==> config.mk <==
export PLATFORM = sky130hd
export DESIGN_NAME = lava_channel_scheduler
export DESIGN_NICKNAME = d
export VERILOG_FILES = /design/src/rtl/lava_channel_scheduler.sv
export SDC_FILE = /design/constraint.sdc
export NUM_CORES = 1
export LEC_CHECK = 0
export CAP_MARGIN = 25
export CELL_PAD_IN_SITES_DETAIL_PLACEMENT = 0
export CELL_PAD_IN_SITES_GLOBAL_PLACEMENT = 1
export CORE_ASPECT_RATIO = 1.4
export CORE_MARGIN = 2
export CORE_UTILIZATION = 45
export DETAILED_ROUTE_END_ITERATION = 7
export GPL_TIMING_DRIVEN = 0
export PLACE_DENSITY_LB_ADDON = 0.1
export SKIP_LAST_GASP = 1
export SLEW_MARGIN = 20
export SYNTH_ARGS = -nofsm -noshare
export SYNTH_HDL_FRONTEND = slang
export SYNTH_SLANG_ARGS = --single-unit
==> constraint.sdc <==
create_clock -name clk_i -period 6.69 [get_ports clk_i]
set_input_delay 1.0035 -clock clk_i [delete_from_list [all_inputs] [get_ports clk_i]]
set_output_delay 1.0035 -clock clk_i [all_outputs]
set_load 0.05 [all_outputs]
==> src/rtl/lava_channel_scheduler.sv <==
// Round-robin scheduler: picks one sampling channel per cycle and emits a {channel, value, index} token when the sample moved by THRESHOLD or more.
// Optional build macro LAVA_SCHED_FORCE_FIRST_EN: always emit the index-0 sample of each frame.
module lava_channel_scheduler #(
    parameter int NUM_CHANNELS        = 4,
    parameter int DATA_BITS           = 10,
    parameter int THRESHOLD           = 20,
    parameter int SAMPLES_PER_CHANNEL = 3328,
    localparam int CH_W  = $clog2(NUM_CHANNELS),
    localparam int IDX_W = $clog2(SAMPLES_PER_CHANNEL),
    localparam int TOK_W = CH_W + DATA_BITS + IDX_W
) (
    input  logic                              clk_i,
    input  logic                              rst_ni,
    input  logic [NUM_CHANNELS*DATA_BITS-1:0] ch_data_i,
    input  logic [NUM_CHANNELS-1:0]           ch_valid_i,
    output logic [NUM_CHANNELS-1:0]           ch_ready_o,
    output logic [TOK_W-1:0]                  data_o,
    output logic                              valid_o,
    input  logic                              ready_i,
    output logic                              frame_done_o
);

    typedef enum logic [1:0] {
        ST_IDLE  = 2'd0,
        ST_RUN   = 2'd1,
        ST_STALL = 2'd2
    } state_t;

    state_t                 state_reg;
    state_t                 state_next;
    logic [CH_W-1:0]        last_grant_reg;
    logic [TOK_W-1:0]       data_reg;
    logic                   valid_reg;
    logic                   valid_next;
    logic                   frame_done_reg;

    logic                   can_accept;
    logic [NUM_CHANNELS-1:0] grant;
    logic [CH_W-1:0]        sel_ch;
    logic                   grant_any;

    logic [DATA_BITS-1:0]   ch_sample [NUM_CHANNELS];
    logic [DATA_BITS-1:0]   ref_vec   [NUM_CHANNELS];
    logic [IDX_W-1:0]       idx_vec   [NUM_CHANNELS];
    logic [NUM_CHANNELS-1:0] wrapped_vec;
    logic                   all_wrapped;

    logic [DATA_BITS-1:0]   sample_sel;
    logic [DATA_BITS-1:0]   ref_sel;
    logic [IDX_W-1:0]       idx_sel;
    logic [DATA_BITS:0]     diff;
    logic                   emit_diff;
    logic                   emit;
    logic                   load;

    assign can_accept  = !valid_reg || ready_i;
    assign all_wrapped = &wrapped_vec;

    // Rotating-priority search; grants are suppressed while held in reset
    // so ch_ready_o reads zero for the whole reset window.
    always_comb begin
        logic [CH_W:0] cand;
        grant     = '0;
        sel_ch    = '0;
        grant_any = 1'b0;
        cand      = '0;
        for (int k = 0; k < NUM_CHANNELS; k++) begin
            cand = {1'b0, last_grant_reg} + (CH_W+1)'(k + 1);
            if (cand >= (CH_W+1)'(NUM_CHANNELS)) begin
                cand = cand - (CH_W+1)'(NUM_CHANNELS);
            end
            if (!grant_any && ch_valid_i[cand[CH_W-1:0]]) begin
                grant_any = 1'b1;
                sel_ch    = cand[CH_W-1:0];
            end
        end
        if (!can_accept || !rst_ni) begin
            grant_any = 1'b0;
        end else if (grant_any) begin
            grant[sel_ch] = 1'b1;
        end
    end

    genvar gi;
    generate
        for (gi = 0; gi < NUM_CHANNELS; gi++) begin : g_ch
            logic [DATA_BITS-1:0] ref_reg;
            logic [IDX_W-1:0]     idx_reg;
            logic                 wrapped_reg;
            logic                 wrap;

            assign ch_sample[gi]   = ch_data_i[gi*DATA_BITS +: DATA_BITS];
            assign wrap            = grant[gi] && (idx_reg == IDX_W'(SAMPLES_PER_CHANNEL - 1));
            assign ref_vec[gi]     = ref_reg;
            assign idx_vec[gi]     = idx_reg;
            assign wrapped_vec[gi] = wrapped_reg;

            always_ff @(posedge clk_i or negedge rst_ni) begin
                if (!rst_ni) begin
                    ref_reg     <= '0;
                    idx_reg     <= '0;
                    wrapped_reg <= 1'b0;
                end else begin
                    if (grant[gi]) begin
                        idx_reg <= wrap ? '0 : idx_reg + IDX_W'(1);
                        if (emit) begin
                            ref_reg <= sample_sel;
                        end
                    end
                    // A wrap landing on the clear cycle starts the next frame's flag.
                    if (all_wrapped) begin
                        wrapped_reg <= wrap;
                    end else if (wrap) begin
                        wrapped_reg <= 1'b1;
                    end
                end
            end
        end
    endgenerate

    always_comb begin
        sample_sel = ch_sample[sel_ch];
        ref_sel    = ref_vec[sel_ch];
        idx_sel    = idx_vec[sel_ch];
        if (sample_sel >= ref_sel) begin
            diff = {1'b0, sample_sel} - {1'b0, ref_sel};
        end else begin
            diff = {1'b0, ref_sel} - {1'b0, sample_sel};
        end
        emit_diff = (32'(diff) >= $unsigned(THRESHOLD));
`ifdef LAVA_SCHED_FORCE_FIRST_EN
        emit = emit_diff || (idx_sel == '0);
`else
        emit = emit_diff;
`endif
        load = grant_any && emit;
    end

    always_comb begin
        valid_next = load || (valid_reg && !ready_i);
        state_next = state_reg;
        case (state_reg)
            ST_IDLE: begin
                if (|ch_valid_i) begin
                    state_next = ST_RUN;
                end
            end
            ST_RUN: begin
                if (valid_reg && !ready_i) begin
                    state_next = ST_STALL;
                end else if (!(|ch_valid_i) && !valid_next) begin
                    state_next = ST_IDLE;
                end
            end
            ST_STALL: begin
                if (ready_i) begin
                    state_next = ST_RUN;
                end
            end
            default: state_next = ST_IDLE;
        endcase
    end

    always_ff @(posedge clk_i or negedge rst_ni) begin
        if (!rst_ni) begin
            state_reg      <= ST_IDLE;
            last_grant_reg <= CH_W'(NUM_CHANNELS - 1);
            data_reg       <= '0;
            valid_reg      <= 1'b0;
            frame_done_reg <= 1'b0;
        end else begin
            state_reg      <= state_next;
            frame_done_reg <= all_wrapped;
            if (grant_any) begin
                last_grant_reg <= sel_ch;
            end
            // Loading takes priority over draining so tokens stream without bubbles.
            if (load) begin
                data_reg  <= {sel_ch, sample_sel, idx_sel};
                valid_reg <= 1'b1;
            end else if (ready_i) begin
                valid_reg <= 1'b0;
            end
        end
    end

    assign ch_ready_o   = grant;
    assign data_o       = data_reg;
    assign valid_o      = valid_reg;
    assign frame_done_o = frame_done_reg;

endmodule

-- Word-level counts from Yosys, hierarchy flattened
Index checks and enable logic that the tools add are counted.
W data, S select, Z words.
- input bits: 47
- register bits: 120
- output and inout bits: 30
- logic and storage cells: 124
- mux-type cells: 49
- bitwise operators: 1
- $add $sub $neg: 14
- eq/ne operators: 4
- reduce and logical (&&, ||, !) cells: 27
- magnitude comparators: 13
- operators with widths (cell ; count):
    $mux W12 ; 6
    $add A12 B1 Y12 const B ; 4
    $eq A12 B12 Y1 const B ; 4
    $bmux W10 S2 ; 2
    $mux W10 ; 4
    $bmux W12 S2 ; 1
    $sub A10 B10 Y11 ; 2
    $mux W1 ; 20
    $mux W2 ; 8
    $ge A3 B3 Y1 const B ; 5
    $lt A2 B3 Y1 const B ; 5
    $ge A11 B5 Y1 const B ; 1
    $mux W11 ; 1
    $ge A10 B10 Y1 ; 1
    $reduce_bool A2 Y1 ; 5
    $logic_and A1 B1 Y1 ; 9
    $bmux W1 S2 ; 4
    $mux W4 ; 2
    $reduce_and A2 Y1 ; 4
    $sub A2 B1 Y2 const B ; 4
    $add A2 B2 Y3 const B ; 2
    $logic_not A1 Y1 ; 6
    $reduce_and A4 Y1 ; 1
    $add A2 B1 Y3 const B ; 1
    5 further kinds ; 6

-- Depth between registers and ports, before layout
Gate-level depths: netlist of run 1.
- depth after elaboration: 24
- mapped depth: 18
- mapped depth without buffers: 15

-- Worst setup path before layout of run 1
Ideal clock, no wire load.
- path kind: input to register
- start point: input ch_valid_i[3]
- end point: register g_ch[1].ref_reg[0]
- setup time: 0.125 ns
- path slack: 1.180 ns
- data required time: 6.565 ns
- arrival: 5.385 ns
- stages: 16
- cells stage by stage: and3b_1 -> o32ai_1 -> clkbuf_1 -> nand2_1 -> and3_1 -> a31oi_1 -> inv_1 -> ha_1 -> and2_1 -> o21a_1 -> o31ai_4 -> nand2_1 -> or4_4 -> o31a_4 -> o31ai_4 -> mux2_2
- longest elaborated chain between the ends: 20
- elaborated cells between the ends (all ways): 42
- those cells by class: add/sub (2); order compare (4); mux (27); bitwise (1); reduce/logical (8)
- RTL lines (item ; line ; RTL):
    from (decl) ; 15 ; input logic [NUM_CHANNELS-1:0] ch_valid_i,
    $bmux W1 S2 ; 72 ; if (!grant_any && ch_valid_i[cand[CH_W-1:0]]) begin
    $mux W1 (not written as such) ; 72 ;
    $mux W1 ; 72 ;
    $logic_not A1 Y1 ; 72 ;
    $logic_and A1 B1 Y1 ; 72 ;
    $mux W1 ; 72 ;
    $logic_not A1 Y1 ; 72 ;
    $logic_and A1 B1 Y1 ; 72 ;
    (+4 left out) ; n/a ;
    $not A2 Y3 (not written as such) (*) ; 122 ; sample_sel = ch_sample[sel_ch];
    $bmux W10 S2 (*) ; 122 ;
    $mux W10 (not written as such) (*) (2 in a row) ; 122 ;
    named net sample_sel[4] ; 48 ; logic [DATA_BITS-1:0] sample_sel;
    $sub A10 B10 Y11, or another cell as far along ; 128 ; diff = {1'b0, ref_sel} - {1'b0, sample_sel};
    $mux W11 (*) ; 125 ; if (sample_sel >= ref_sel) begin
    $ge A11 B5 Y1 (*) ; 130 ; emit_diff = (32'(diff) >= $unsigned(THRESHOLD));
    $reduce_and A2 Y1 (no line) (*) ; n/a ;
    to (signal assigned) ; 107 ; ref_reg <= sample_sel;
    to (decl) ; 87 ; logic [DATA_BITS-1:0] ref_reg;
The timed path passes the listed nets; every way through them passes the cells marked *. The select of a mux whose other input is x is not followed.
A chain may end at the register's enable or synchronous reset.

-- Worst setup path in the final report of run 1
- start point: input ch_valid_i[3]
- end point: register data_reg[22], in the netlist data_o[22]
- longest elaborated chain between the ends: 20
- elaborated cells between the ends (all ways): 36
- those cells by class: add/sub (2); order compare (2); mux (24); bitwise (1); reduce/logical (7)
- RTL lines (item ; line ; RTL):
    $bmux W1 S2 ; 72 ;
    $mux W1 (not written as such) ; 72 ;
    $mux W1 ; 72 ;
    $logic_not A1 Y1 ; 72 ;
    $logic_and A1 B1 Y1 ; 72 ;
    $mux W1 ; 72 ;
    $logic_not A1 Y1 ; 72 ;
    $logic_and A1 B1 Y1 ; 72 ;
    (+4 left out) ; n/a ;
    $not A2 Y3 (not written as such) (*) ; 122 ;
    $bmux W10 S2 (*) ; 122 ;
    $mux W10 (not written as such) (*) (2 in a row) ; 122 ;
    named net sample_sel[8] ; 48 ;
    $sub A10 B10 Y11, or another cell as far along ; 128 ;
    $mux W11 (*) ; 125 ;
    $ge A11 B5 Y1 (*) ; 130 ;
    $logic_and A1 B1 Y1 (*) ; 136 ; load = grant_any && emit;
    to (signal assigned) ; 179 ; data_reg <= {sel_ch, sample_sel, idx_sel};
    to (decl) ; 32 ; logic [TOK_W-1:0] data_reg;
Marked as above.

==> results of run 1 <==
-- what timing repair did --
item | 4_1_cts | 5_1_grt
endpoints found under the setup margin | 62 | 60
gates resized for setup | 6 | 21
hold buffers | 0 | 0
pin swaps | 0 | 0
-- power groups by stage --
stage          Combinational, uW  Clock, uW  Sequential [uW]
6_report                    3000        881             1140
5_1_grt                     3240        921             1160
4_1_cts                     2990        892             1130
3_5_place_dp                2970          0             1150
3_3_place_gp                2920          0             1130
2_1_floorplan               1910          0             1360
-- cell type report --
type                       count  area [um^2]  area share [%]
multi-input combinational    576         4070            45.6
sequential                   120         3010            33.7
timing repair buffer          79          798            8.94
clock buffer                  17          425            4.76
tap                          196          245            2.75
clock inverter                15          145            1.63
buffer                        26          121            1.36
inverter                      31          116            1.30
-- final timing paths --
check / from / to / slack (ps) / cells after the start
max: ch_valid_i[3] / data_o[22] / 260 / 17
min: rst_ni / g_ch[0].idx_reg[10] / 480 / 1
max reg2reg: last_grant_reg[0] / data_o[22] / 900 / 16
min reg2reg: g_ch[1].wrapped_reg / g_ch[1].wrapped_reg / 480 / 1
max in group asynchronous: rst_ni / g_ch[3].idx_reg[11] / 5480 / 2
min in group clk_i: g_ch[1].wrapped_reg / g_ch[1].wrapped_reg / 480 / 1
-- logic make-up after synthesis --
| logic type | share of synthesized area [%] |
|---|---|
| simple gates | 19.3 |
| compound gates | 13.7 |
| flops | 41.4 |
| mux | 15.1 |
| buf+inv | 3.14 |
| xor+xnor | 3.26 |
| fa+ha+maj | 4.14 |
-- per-stage QoR --
| stage | hold WS [ps] | util [%] | setup WS, ps | TNS (ps) |
|---|---|---|---|---|
| floorplan | 449 | - | 1180 | 0 |
| CTS | 487 | 56.7 | 5.14 | 0 |
| global placement | 466 | 52.7 | -3650 | -235300 |
| finish | 483 | 57.0 | 259 | 0 |
| global route | 494 | 57.0 | 12.5 | 0 |
| detailed placement | 471 | 52.9 | -820 | -44460 |
-- cell usage in the layout, fill, tap and decap left out, types with 6 or more instances in the layout --
cell,instances
clkdlybuf4s50_1,75
a31oi_1,20
mux2_1,16
nand4_1,11
clkbuf_16,17
mux2_2,58
o21a_1,6
a21o_1,7
and3_1,35
nand2b_1,12
xnor2_1,15
clkbuf_1,7
nand3_1,18
ha_1,24
nor2_1,39
nand2_1,128
nor2b_1,8
nor3_1,13
a21oi_1,15
inv_1,31
clkbuf_2,10
dfrtp_1,118
o21ai_0,36
buf_2,7
mux2i_1,26
xor2_1,12
-- per-layer routing --
layer / global-route usage (%) / part of all wire [%] / vias to the layer above / wire [um]
met5: 0 / 0 / - / 0
met2: 48.9 / 56 / 143 / 11900
met4: 9.35 / 2.7 / 0 / 578
met3: 4.00 / 2.9 / 39 / 622
met1: 26.6 / 38 / 3045 / 8050
li1: - / - / 2885 / -
-- Yosys cell counts (all sizes together), types with 6 or more instances --
library cell  number  area [um^2]
a21o               7         52.6
dfrtp            118         2950
and3              35          219
mux2              74          833
a31oi             28          220
nand3             18         90.1
nor2              39          146
buf               11         51.3
nor3              13         65.1
o31ai              7         98.8
o21a               6         45.0
a21oi             15         75.1
nor2b              9         58.8
xor2              12          105
xnor2             15          131
clkbuf            16         60.1
ha                24          300
mux2i             26          260
inv               31          116
nand4             11         68.8
nand2b            12         75.1
nand2            128          480
o21ai             36          180
==> run metrics, run 1 <==
synthesized area between 7000 and 8000 um^2; leakage 0.00397 uW; Comb power frac between 50% and 60%; final setup fails 0; outcome completed; Vias per Instance 5.77; startpoint types primary input; DRT antenna net count 0; synth warn 0; ys flop type dfrtp_1; Port-buffer cells between 70 and 80; Critical Path Slowest Stage Cell a31oi_1; Post-Layout Cell Count around 1.1k; Max-Cap Viols 0; Bufs and invs on worst path 4; Initial Util between 40% and 50%; worst skew pair latency 430 ps; min cycle time layout ~6400 ps; Worst Path Arrival between 6000 and 7000 ps; largest net degree at the start of global routing 81; Slew Viols, Final 0; clk buf depth 2; Internal 2620 uW; crit-path cells clkdlybuf4s50_1 -> and3b_1 -> o32ai_4 -> clkbuf_2 -> nand2_1 -> a31oi_1 -> inv_1 -> ha_1 -> and4_1 -> and4_1 -> nand2b_1 -> nor4_1 -> o22ai_1 -> and2_0 -> a31oi_4 -> buf_2 -> mux2_1; Final Hold Viols 0; Root Buffer clkbuf_16; die height between 150 and 200 um; Max-slew headroom a little under half; Synth async-reset ratio 100%; critical-path maximum fanout 10; RSZ-0062 raised after global routing false; Tightest Pin Transition about 790 ps; DP Area 8300 um^2; Core Area about 16,000 um^2; GRT Total Usage between 20% and 30%; routed len/inst between 15 and 20 um; Worst Hold Class primary input to async pin; antenna cells 0; Crit path top cell by count and4_1; Final Skew around 10 ps; num rows 54; total power 5020 uW; Clk pwr share approximately 18%; nets@finish 922; Flop pwr share a little under a quarter; wirelength, routed between 20,000 and 25,000 um; CP Class primary input to flip-flop; power density cells roughly 560 nW/um^2; critical path's largest stage delay 640 ps; cells after synthesis around 750; post-synthesis sequential area ratio between 40% and 50%; fill cell count about 1.4k; grt total ovfl 0; initial antenna violation count 0; vias in the first global route 6,298; crit path capture type flip-flop; syn nets 825; mean area per synthesized cell approximately 9.6 um^2; # IOs 77; setup bufs post-CTS 0; via count ~6.1k; TritonCTS clock tree done; DRT Pass-1 Iters 5; CTS H-tree depth 4; sw frac a little under half; Placed Cells approximately 1.0k; Final Wtd Congestion 0.887; CTS sink cnt 120; Post-DP HPWL 16,200 um; total CTS buffers 17; maximum vdd drop 387 uV; max reg flops 48; delay-heaviest family, CP simple AND/OR/NAND/NOR gates; Clock Pin Slew Worst Setup and Hold Paths ~60 ps; drt first-iter violations 312; post-route cell area 8930 um^2; die area 17,200 um^2; first-pass GRT wire length 33,300 um; Unique masters post-synth 66; Psw 2400 uW; number of synthesized flops with an enable pin 0; layout cells sized above 1 ~16%; die width around 110 um; fin crit share between 90% and 100%; drt drc 0; Fmax roughly 0.16 GHz; area delta synth->final 23.1%; Seq cells post-synth 120; critical path required time 6990 ps
No activity file was read; power rests on OpenSTA's default activity.
==> inputs of run 2 (changes only) <==
--- a/config.mk
+++ b/config.mk
@@ -10,7 +10,7 @@
 export CELL_PAD_IN_SITES_GLOBAL_PLACEMENT = 1
 export CORE_ASPECT_RATIO = 1.4
 export CORE_MARGIN = 2
-export CORE_UTILIZATION = 45
+export CORE_UTILIZATION = 40
 export DETAILED_ROUTE_END_ITERATION = 7
 export GPL_TIMING_DRIVEN = 0
 export PLACE_DENSITY_LB_ADDON = 0.1
==> run metrics, run 2 (same netlist as run 1, synthesis figures left out) <==
min cycle time layout around 6400 ps; power density cells approximately 560 nW/um^2; die height between 150 and 200 um; vias in the first global route 6,193; Post-DP HPWL ~17,000 um; via count around 6.1k; Max-slew headroom 46.8%; maximum vdd drop approximately 230 uV; num rows 58; Final Skew approximately 8.4 ps; crit path capture type flip-flop; startpoint types primary input; Finished Core Util ~51%; setup TNS 0 ps; antenna cells 0; final setup fails 0; DRT Pass-1 Iters 5; critical path required time approximately 7000 ps; most frequent cells in the layout nand2_1, dfrtp_1, clkdlybuf4s50_1; Max-Cap Viols 0; DP Area 8370 um^2; Placed Cells around 1.1k; Hold Worst Slack about 480 ps; first-pass GRT wire length around 35,000 um; commonest non-fill, non-tap cell in the layout nand2_1; drt first-iter violations between 200 and 300; nets@finish ~920; max reg flops 48; outcome completed; CTS sink cnt 120; Vias per Instance between 5 and 6; Core Area approximately 18,000 um^2; Worst Hold Class flip-flop to flip-flop; clk buf depth 2; Final Wtd Congestion 0.877; critical-path maximum fanout 10; GRT Total Usage a little under a quarter; Port-buffer cells 76; largest net degree at the start of global routing 66; worst skew pair latency roughly 420 ps; total CTS buffers 17; CP Class primary input to flip-flop; wirelength, routed between 20,000 and 25,000 um; drt drc 0; Final Hold Viols 0; post-route cell area around 9100 um^2; DRT antenna net count 0; die width around 120 um; Slew Viols, Final 0; Post-Layout Cell Count 1,104; area delta synth->final 25.2%; Fmax roughly 0.16 GHz; Clock Pin Slew Worst Setup and Hold Paths 50 ps; layout cells sized above 1 roughly 16%; initial antenna violation count 0; fin crit share 96.0%; Worst Path Arrival about 6700 ps; Initial Util approximately 41%; leakage around 0.0040 uW; grt total ovfl 0; RSZ-0062 raised after global routing false; Post-CTS Hold Buffers 0; Tightest Pin Transition 794 ps; die area approximately 19,000 um^2; Root Buffer clkbuf_16; TritonCTS clock tree done; # IOs 77; routed len/inst between 15 and 20 um; CTS H-tree depth 4
## run 2: final cells by class
class	count	area, um^2
Buffer	26	124
Timing Repair Buffer	81	832
Sequential cell	120	3010
Multi-Input combinational cell	576	4080
Inverter	31	116
Clock inverter	7	141
Clock buffer	23	488
Tap cell	240	300
Fill cell	1730	8770
## run 2: stage by stage
stage | setup slack [ps] | power (uW)
6_report | 268 | 5100
5_1_grt | 29.0 | 5440
4_1_cts | 27.0 | 5100
3_5_place_dp | -985 | 4090
3_3_place_gp | -3820 | 4040
2_1_floorplan | 1180 | 3270
## run 2: final timing paths
kind	startpoint	cells past startpoint	slack, ps	to
max	ch_valid_i[3]	19	270	data_o[20]
min	data_o[4]	1	480	data_o[4]
max reg2reg	last_grant_reg[1]	18	860	data_o[20]
min reg2reg	data_o[4]	1	480	data_o[4]
max in group asynchronous	rst_ni	2	5410	g_ch[2].ref_reg[0]
min in group asynchronous	rst_ni	1	550	g_ch[1].idx_reg[0]
## run 2: critical path: stages
cell and delay, ps:
clkdlybuf4s50_1 580, and3b_1 230, o32a_1 250, clkbuf_1 470, clkbuf_2 480, mux2i_1 260
mux2_2 210, inv_1 40, ha_1 350, buf_2 230, nand3_1 140, a211oi_2 420
o31a_1 350, nor4_1 100, nor3_1 300, o22ai_2 230, a31oi_4 330, clkbuf_4 380
mux2_2 370
## run 2: layer usage
metal	vias to the layer above	GRT usage [%]	routed length [um]
li1	2886	-	-
met1	3025	25.8	8630
met2	131	45.5	12100
met3	29	3.77	585
met4	0	8.98	646
met5	-	0	0
## run 2: power by group
group          switching [uW]  internal, uW
Combinational            1830          1140
Clock                     326           659
Sequential                166           977
## run 2: repair_timing
action	CTS	global route
cloned	0	0
setup buffers	3	0
endpoints found under the setup margin	64	20
pin swaps	2	0
gates resized for setup	8	12
==> inputs of run 3 (changes only) <==
--- a/config.mk
+++ b/config.mk
@@ -14,6 +14,7 @@
 export DETAILED_ROUTE_END_ITERATION = 7
 export GPL_TIMING_DRIVEN = 0
 export PLACE_DENSITY_LB_ADDON = 0.1
+export SKIP_CTS_REPAIR_TIMING = 1
 export SKIP_LAST_GASP = 1
 export SLEW_MARGIN = 20
 export SYNTH_ARGS = -nofsm -noshare
==> run metrics, run 3 (same netlist as run 1, synthesis figures left out) <==
Fmax around 0.16 GHz; final setup fails 0; R2R Setup Slk around 870 ps; Final Hold Viols 0; routed len/inst roughly 20 um; Vias per Instance approximately 5.5; DP Area around 8400 um^2; wirelength, routed 22,000 um; maximum vdd drop ~230 uV; critical path required time ~7000 ps; total CTS buffers 17; vias in the first global route 6,169; power density cells approximately 560 nW/um^2; Core Area 17,900 um^2; Final Skew between 8 and 9 ps; TritonCTS clock tree done; leakage 0.00402 uW; min cycle time layout 6420 ps; Max-slew headroom a little under 50%; via count ~6.1k; most frequent cells in the layout nand2_1, dfrtp_1, clkdlybuf4s50_1; post-route cell area between 9000 and 10,000 um^2; commonest non-fill, non-tap cell in the layout nand2_1; r2r endpoint data_o[20]; Worst Path Arrival around 6700 ps; outcome completed; fin crit share around 96%; CTS sink cnt 120; die width 118 um; Port-buffer cells between 70 and 80; GRT Total Usage a little under a quarter; grt total ovfl 0; worst skew pair latency between 400 and 500 ps; DRT antenna net count 0; num rows a little under 60; Critical Path End data_o[20]; critical-path maximum fanout 10; fill cell count roughly 1.7k; nets@finish roughly 900; Final WS setup around 270 ps; setup TNS 0 ps; CP Class primary input to flip-flop; pre-CTS setup slack -985 ps; layout cells sized above 1 15.7%; antenna cells 0; clk buf depth 2; RSZ-0062 raised after global routing false; Clock Pin Slew Worst Setup and Hold Paths 50 ps; max reg flops 48; R2R depth 18; area delta synth->final 25.1%; Initial Util 40.7%; Worst Hold Class flip-flop to flip-flop; CP startpoint ch_valid_i[3]; crit path capture type flip-flop; startpoint types primary input; die height around 160 um; die area just under 20,000 um^2; CTS H-tree depth 4; drt first-iter violations between 300 and 400; Final Wtd Congestion about 0.9; Tightest Pin Transition around 760 ps; initial antenna violation count 0; # IOs between 70 and 80; Hold Worst Slack approximately 480 ps; Post-DP HPWL roughly 17,000 um; first-pass GRT wire length roughly 34,000 um; R2R Path Start last_grant_reg[1]; largest net degree at the start of global routing 66; DRT Pass-1 Iters 5; Slew Viols, Final 0; drt drc 0; total power just over 5000 uW; Max-Cap Viols 0; Root Buffer clkbuf_16
## run 3: worst min path at each step
stage | slack [ps] | from | cells past startpoint | to
after global routing | 500 | g_ch[3].idx_reg[6] | 1 | g_ch[3].idx_reg[6]
after floorplan | 450 | g_ch[1].wrapped_reg | 1 | g_ch[1].wrapped_reg
final | 480 | data_o[4] | 1 | data_o[4]
after detailed placement | 470 | g_ch[1].wrapped_reg | 1 | g_ch[1].wrapped_reg
after CTS | 480 | g_ch[1].wrapped_reg | 1 | g_ch[1].wrapped_reg
after global placement | 460 | g_ch[1].wrapped_reg | 1 | g_ch[1].wrapped_reg
## run 3: worst max-delay path: stages
cell and delay, ps:
clkdlybuf4s50_1 580, and3b_1 230, o32a_1 250, clkbuf_1 470, clkbuf_2 480, mux2i_1 260, mux2_2 210, inv_1 40
ha_1 350, buf_2 230, nand3_1 140, a211oi_2 410, o31a_1 350, nor4_1 100, nor3_1 300, o22ai_2 220
a31oi_4 320, clkbuf_4 380, mux2_2 370
## run 3: per-layer routing
layer | global-route usage [%] | vias to the layer above | share of wire (%)
met5 | 0 | - | 0
met4 | 9.04 | 0 | 2.8
met3 | 3.77 | 27 | 2.5
met2 | 45.3 | 125 | 55
met1 | 25.7 | 3025 | 40
li1 | - | 2891 | -
## run 3: power by group
part           switching (uW)  internal [uW]
sequential                166            977
combinational            1840           1140
clock                     326            659
## run 3: final cells by class
class | count | area, um^2 | area share (%)
repair buffers | 82 | 827 | 9.11
flip-flops and latches | 120 | 3010 | 33.1
plain buffers | 26 | 124 | 1.36
inverters | 31 | 116 | 1.28
clock buffers | 23 | 488 | 5.38
well taps | 240 | 300 | 3.31
multi-input cells | 576 | 4080 | 44.9
clock inverters | 7 | 141 | 1.56
## run 3: through the flow
| stage | instances | util (%) |
|---|---|---|
| CTS | 1102 | 50.4 |
| detailed placement | 1072 | 46.9 |
| finish | 1105 | 50.8 |
| global placement | 1070 | 46.6 |
| global route | 1105 | 50.8 |
| floorplan | 754 | - |
